===== config.mk =====
export PLATFORM = sky130hd
export DESIGN_NAME = pipe_stage_reg
export DESIGN_NICKNAME = d
export VERILOG_FILES = /design/src/rtl/cpu_pkg.sv /design/src/rtl/pipe_slot.sv /design/src/rtl/pipe_stage_reg.sv
export SDC_FILE = /design/constraint.sdc
export NUM_CORES = 1
export LEC_CHECK = 0
export ABC_AREA = 1
export CORE_AREA = 4 4 138 140
export CTS_BUF_LIST = sky130_fd_sc_hd__clkbuf_8
export DETAILED_ROUTE_END_ITERATION = 10
export DIE_AREA = 0 0 142 144
export HOLD_SLACK_MARGIN = 0.1
export PLACE_DENSITY = 0.86
export SYNTH_ARGS = -nofsm -noshare
export SYNTH_HDL_FRONTEND = slang
export SYNTH_SLANG_ARGS = --single-unit
export TNS_END_PERCENT = 5

===== constraint.sdc =====
create_clock -name clk -period 10.95 [get_ports clk]
set_clock_uncertainty 0.15 [all_clocks]
set_input_delay 2.19 -clock clk [delete_from_list [all_inputs] [get_ports clk]]
set_output_delay 2.19 -clock clk [all_outputs]
set_load 0.02 [all_outputs]

===== src/rtl/cpu_pkg.sv =====
// Shared RV32 core types: per-boundary pipeline payload structs, their
// flattened widths, and the occupancy type used by pipe_stage_reg.
package cpu_pkg;

  // IF/ID: fetched instruction and its address.
  typedef struct packed {
    logic [31:0] pc;
    logic [31:0] instr;
  } if_id_t;

  // ID/EX control: WB, M and EX groups.
  typedef struct packed {
    logic       reg_write;
    logic       mem_to_reg;
    logic       mem_read;
    logic       mem_write;
    logic       branch;
    logic       alu_src;
    logic [1:0] alu_op;
  } id_ex_ctrl_t;

  // ID/EX data: operand B already carries the immediate when alu_src selects it.
  typedef struct packed {
    logic [31:0] pc;
    logic [31:0] rs1_val;
    logic [31:0] rs2_val;
    logic [4:0]  rd;
  } id_ex_data_t;

  // EX/MEM control: WB and M groups.
  typedef struct packed {
    logic reg_write;
    logic mem_to_reg;
    logic mem_read;
    logic mem_write;
  } ex_mem_ctrl_t;

  typedef struct packed {
    logic [31:0] alu_result;
    logic [31:0] rs2_val;
    logic [4:0]  rd;
  } ex_mem_data_t;

  // MEM/WB control: WB group only.
  typedef struct packed {
    logic reg_write;
    logic mem_to_reg;
  } mem_wb_ctrl_t;

  typedef struct packed {
    logic [31:0] mem_data;
    logic [31:0] alu_result;
    logic [4:0]  rd;
  } mem_wb_data_t;

  localparam int IF_ID_W       = $bits(if_id_t);
  localparam int ID_EX_CTRL_W  = $bits(id_ex_ctrl_t);
  localparam int ID_EX_DATA_W  = $bits(id_ex_data_t);
  localparam int EX_MEM_CTRL_W = $bits(ex_mem_ctrl_t);
  localparam int EX_MEM_DATA_W = $bits(ex_mem_data_t);
  localparam int MEM_WB_CTRL_W = $bits(mem_wb_ctrl_t);
  localparam int MEM_WB_DATA_W = $bits(mem_wb_data_t);

  // Number of entries held by a pipeline register (0..2).
  typedef logic [1:0] pipe_occ_t;

endpackage


===== src/rtl/pipe_slot.sv =====
// One pipeline slot: a valid flag plus an opaque ctrl/data payload.
// Clear has priority over load.
module pipe_slot #(
  parameter int CTRL_W = 8,
  parameter int DATA_W = 101
) (
  input  logic              clk,
  input  logic              rst_n,
  input  logic              i_load,
  input  logic              i_clear,
  input  logic [CTRL_W-1:0] i_ctrl,
  input  logic [DATA_W-1:0] i_data,
  output logic              o_valid,
  output logic [CTRL_W-1:0] o_ctrl,
  output logic [DATA_W-1:0] o_data
);

  logic              r_valid;
  logic [CTRL_W-1:0] r_ctrl;
  logic [DATA_W-1:0] r_data;

  // Valid flag: set on load, dropped on clear, lost immediately on reset.
  // NOTE: state is updated with <= so every flop samples pre-edge values.
  always_ff @(posedge clk or negedge rst_n) begin
    if (!rst_n)       r_valid <= 1'b0;
    else if (i_clear) r_valid <= 1'b0;
    else if (i_load)  r_valid <= 1'b1;
  end

  // Payload capture on load.
  // NOTE: payload has no reset; r_valid alone says whether it is meaningful.
  always_ff @(posedge clk) begin
    if (i_load) begin
      r_ctrl <= i_ctrl;
      r_data <= i_data;
    end
  end

  assign o_valid = r_valid;
  assign o_ctrl  = r_ctrl;
  assign o_data  = r_data;

endmodule


===== src/rtl/pipe_stage_reg.sv =====
// Parametrised pipeline register with valid/ready handshake, stall,
// flush-to-bubble and an optional 2-entry skid buffer (FIFO order).
module pipe_stage_reg
  import cpu_pkg::*;
#(
  parameter int              CTRL_W      = ID_EX_CTRL_W,
  parameter int              DATA_W      = ID_EX_DATA_W,
  parameter bit              SKID        = 1'b1,
  parameter logic [CTRL_W-1:0] BUBBLE_CTRL = '0
) (
  input  logic              clk,
  input  logic              rst_n,
  input  logic              in_valid,
  output logic              in_ready,
  input  logic [CTRL_W-1:0] in_ctrl,
  input  logic [DATA_W-1:0] in_data,
  output logic              out_valid,
  input  logic              out_ready,
  output logic [CTRL_W-1:0] out_ctrl,
  output logic [DATA_W-1:0] out_data,
  input  logic              stall,
  input  logic              flush,
  output pipe_occ_t         occupancy,
  output logic [15:0]       stall_cnt
);

  logic              w_enq;
  logic              w_deq;
  logic              w_main_valid;
  logic              w_skid_valid;
  logic              w_main_load;
  logic              w_main_clear;
  logic [CTRL_W-1:0] w_main_d_ctrl;
  logic [DATA_W-1:0] w_main_d_data;
  logic [CTRL_W-1:0] w_main_ctrl;
  logic [DATA_W-1:0] w_main_data;
  logic [15:0]       r_stall_cnt;

  assign w_enq = in_valid & in_ready;
  assign w_deq = w_main_valid & out_ready & ~stall;

  // The main slot is always the head presented downstream.
  pipe_slot #(.CTRL_W(CTRL_W), .DATA_W(DATA_W)) u_main (
    .clk     (clk),
    .rst_n   (rst_n),
    .i_load  (w_main_load),
    .i_clear (w_main_clear),
    .i_ctrl  (w_main_d_ctrl),
    .i_data  (w_main_d_data),
    .o_valid (w_main_valid),
    .o_ctrl  (w_main_ctrl),
    .o_data  (w_main_data)
  );

  generate
    if (SKID) begin : g_skid
      logic              w_skid_load;
      logic              w_skid_clear;
      logic [CTRL_W-1:0] w_skid_ctrl;
      logic [DATA_W-1:0] w_skid_data;

      // Second entry; only ever written from the upstream port.
      pipe_slot #(.CTRL_W(CTRL_W), .DATA_W(DATA_W)) u_skid (
        .clk     (clk),
        .rst_n   (rst_n),
        .i_load  (w_skid_load),
        .i_clear (w_skid_clear),
        .i_ctrl  (in_ctrl),
        .i_data  (in_data),
        .o_valid (w_skid_valid),
        .o_ctrl  (w_skid_ctrl),
        .o_data  (w_skid_data)
      );

      // Space remains unless the skid slot is occupied; comes straight off a flop.
      assign in_ready = ~w_skid_valid;

      // Slot steering: flush kills both, a dequeue shifts skid to main,
      // a new entry fills the first free slot behind the head.
      // NOTE: every output gets a default first so no latch is inferred.
      always_comb begin
        w_main_load   = 1'b0;
        w_main_clear  = 1'b0;
        w_skid_load   = 1'b0;
        w_skid_clear  = 1'b0;
        w_main_d_ctrl = in_ctrl;
        w_main_d_data = in_data;
        if (flush) begin
          w_main_clear = 1'b1;
          w_skid_clear = 1'b1;
        end else if (w_deq && w_skid_valid) begin
          w_main_load   = 1'b1;
          w_main_d_ctrl = w_skid_ctrl;
          w_main_d_data = w_skid_data;
          if (w_enq) w_skid_load  = 1'b1;
          else       w_skid_clear = 1'b1;
        end else if (w_deq) begin
          if (w_enq) w_main_load  = 1'b1;
          else       w_main_clear = 1'b1;
        end else if (w_enq) begin
          if (w_main_valid) w_skid_load = 1'b1;
          else              w_main_load = 1'b1;
        end
      end
    end else begin : g_single
      assign w_skid_valid = 1'b0;
      // Accept when empty or when the head leaves this same cycle.
      assign in_ready     = ~w_main_valid | (out_ready & ~stall);

      // Single-slot steering: flush kills, enqueue overwrites, dequeue empties.
      always_comb begin
        w_main_load   = 1'b0;
        w_main_clear  = 1'b0;
        w_main_d_ctrl = in_ctrl;
        w_main_d_data = in_data;
        if (flush)      w_main_clear = 1'b1;
        else if (w_enq) w_main_load  = 1'b1;
        else if (w_deq) w_main_clear = 1'b1;
      end
    end
  endgenerate

  // Count cycles where the head is presented but not taken; saturates.
  always_ff @(posedge clk or negedge rst_n) begin
    if (!rst_n) begin
      r_stall_cnt <= 16'h0000;
    end else if (w_main_valid && !(out_ready && !stall) && (r_stall_cnt != 16'hFFFF)) begin
      r_stall_cnt <= r_stall_cnt + 16'd1;
    end
  end

  assign out_valid = w_main_valid;
  assign out_ctrl  = w_main_valid ? w_main_ctrl : BUBBLE_CTRL;
  assign out_data  = w_main_data;
  assign occupancy = pipe_occ_t'({1'b0, w_main_valid} + {1'b0, w_skid_valid});
  assign stall_cnt = r_stall_cnt;

endmodule


==> metrics.csv <==
metric;value;unit
status;finished clean;
total global routing overflow;0;
die area;20400;sq um
Clk Latency, worst-skew pair;520;ps
clock-pin slew on the worst setup and hold paths;70;ps
VDD IR max;0.124;mV
Most used DFF post-synth;edfxtp_1;
Routed Wire Length;22300;microns
diode count;0;
max_cap viols;0;
I/O Buffers;243;
GRT Util Overall;21.2;%
CP startpoint kind;primary input;
Post-Route Utilization;70.5;%
Reg2Reg Depth;5;
Top-Level Pins;244;
Metal-1 WL;8370;microns
Slew headroom;22.6;%
Avg Cell Area, Syn;12.4;sq um
CP endpoint kind;flip-flop;
Syn Nets;877;
Reg area;7000;sq um
Nets;1127;
Residual DRC;0;
initial antenna violation count;0;
CP Launch Point;flush;
H-tree depth;2;
critical path peak fanout;60;
Slew @ Worst Pin;1160;ps
RSZ-0062 raised after global routing;false;
vias in the first global route;6611;
setup_tns;0;ps
Layout area overhead;33.6;%
worst min path class;flip-flop to flip-flop;
setup bufs post-CTS;0;
Reg-to-Reg End;g_skid.u_skid.o_data[73]$_DFFE_PP_;
Slew Limit Fails;0;
Hold Vio Cnt, Final;0;
CTS Buffer Depth;3;
crit path DAT;5600;ps
leakage;4.86;nW
placed cell count;1199;
core area;17800;sq um
Resize count post-CTS;0;
WS Path Type;primary input to flip-flop;
Die Wd;142;microns
DR pass1 iterations;4;
Netlist cell types;24;
WL met2;11500;microns
first-pass GRT wire length;33900;microns
Initial Util;52.8;%
ys async rst share;7.63;%
Synth Warn #;0;
Sink Count;236;
cell count after synthesis;760;
PwrDens;155;nW/um^2
CTS Hold Bufs;0;
placed inst area;11900;sq um
register area share after synthesis;74.3;%
r2r startpoint;u_main.o_valid$_DFFE_PN0P_;
multi-input logic area;2060;sq um
Detail Placement HPWL;14400;microns
Final WS setup;5340;ps
TritonCTS Buffers;38;
post-route cell area;12600;sq um
largest net degree at the start of global routing;110;
Die Span Y;144;microns
site row count;49;
Vias;6537;
pre-CTS setup slack;4870;ps
# fillers;1216;
worst path required time;10940;ps
post-synthesis register bit count;236;
ratio of cells with drive above 1 in the final layout;7.04;%
initial drt markers;434;
final period utilization;51.2;%
Worst Setup EP;u_main.o_data[91]$_DFFE_PP_;
# setup viols final;0;
FMAX;0.178;GHz
root buf cell;clkbuf_8;
DR top layer;met4;
Wirelength per Cell;17.7;microns
RD Place Congestion;0.860;
met3 WL;1530;microns
Final Instance Count excl. Fillers;1266;
FF-to-FF setup slack;7840;ps
via/cell ratio;5.16;
number of enable flip-flop cells after synthesis;218;
Antenna Violating Nets Remaining;0;
Mapped Area;9420;sq um
fin crit period;5610;ps
CTS tree;built;
[stage by stage]
step	hold slack, ps	total power, mW
detailed placement	385	1.29
CTS	393	1.97
finish	391	1.95
floorplan	371	1.17
global placement	378	1.29
global route	420	2.03
[synthesized netlist by cell type, types with 4 or more instances]
library cell | count | area, sq um
nand4_1 | 6 | 37.5
buf_4 | 12 | 90.1
edfxtp_1 | 218 | 6550
nor2_1 | 20 | 75.1
nand3_1 | 118 | 591
clkbuf_1 | 7 | 26.3
buf_2 | 7 | 35.0
inv_1 | 23 | 86.3
o21ai_0 | 5 | 25.0
nand2_1 | 286 | 1070
nor2_2 | 4 | 25.0
dfrtp_1 | 18 | 450
nand2_2 | 5 | 31.3
xnor2_1 | 7 | 61.3
buf_6 | 13 | 146
[worst min path at each step]
stage | start | endpoint | slack [ps] | cells past startpoint
2_1_floorplan | g_skid.u_skid.o_data[99]$_DFFE_PP_ | u_main.o_data[99]$_DFFE_PP_ | 370 | 2
3_3_place_gp | g_skid.u_skid.o_data[81]$_DFFE_PP_ | u_main.o_data[81]$_DFFE_PP_ | 380 | 2
3_5_place_dp | g_skid.u_skid.o_data[74]$_DFFE_PP_ | u_main.o_data[74]$_DFFE_PP_ | 380 | 2
4_1_cts | g_skid.u_skid.o_data[83]$_DFFE_PP_ | u_main.o_data[83]$_DFFE_PP_ | 390 | 2
5_1_grt | g_skid.u_skid.o_data[1]$_DFFE_PP_ | u_main.o_data[1]$_DFFE_PP_ | 420 | 2
6_report | g_skid.u_skid.o_data[83]$_DFFE_PP_ | u_main.o_data[83]$_DFFE_PP_ | 390 | 2
[flip-flops by register name (all words and copies together), names as in the netlist]
signal / flops
g_skid.u_skid.o_valid: 1
u_main.o_ctrl: 8
u_main.o_data: 101
u_main.o_valid: 1
g_skid.u_skid.o_ctrl: 8
g_skid.u_skid.o_data: 101
stall_cnt: 16
[layout by cell type, fill, tap and decap left out, drive strengths merged]
master,netlist,routed
nand3,120,120
o31ai,1,1
ha,2,2
xnor2,7,7
a211oi,1,1
nand4,6,6
clkdlybuf4s50,0,243
a21boi,1,1
dfrtp,18,18
clkbuf,7,40
clkinv,0,19
inv,23,30
nand2,291,291
nor2,24,24
buf,32,6
edfxtp,218,218
o21ai,8,8
clkinvlp,0,1
and2b,1,1
[per-layer routing]
layer | vias up | GRT usage [%]
met5 | - | 0
met4 | 0 | 10.3
met3 | 62 | 4.89
met2 | 258 | 36.5
met1 | 3087 | 25.3
li1 | 3130 | -
[logic make-up after synthesis]
| group | Yosys count | share of synthesized area, % |
|---|---|---|
| xor gates and xnor gates | 7 | 0.651 |
| adders and majority gates | 2 | 0.266 |
| DFF | 236 | 74.3 |
| buffers and inverters | 62 | 4.08 |
| and+or+nand+nor | 442 | 19.8 |
| AOI/OAI and AO/OA | 11 | 0.943 |
[critical path, stage by stage]
cell             delay, ps
clkdlybuf4s50_1        490
clkinv_2               580
buf_4                  660
nand3_1                230
nand2_4                580
buf_4                  730
[report_power, final]
group	leakage (nW)	internal, mW	switching [mW]
registers	2.24	1.03	0.0252
clock network	0.378	0.341	0.338
logic	2.24	0.105	0.116
[final cells by class]
type / instances / share of cell area (%)
clock buffer: 40 / 4.38
clock inverter: 27 / 0.975
inverter: 23 / 0.696
multi-input combinational: 462 / 16.4
sequential: 236 / 55.6
tap: 229 / 2.28
timing repair buffer: 249 / 19.7
Note: power is estimated with default switching activity, not from simulation.
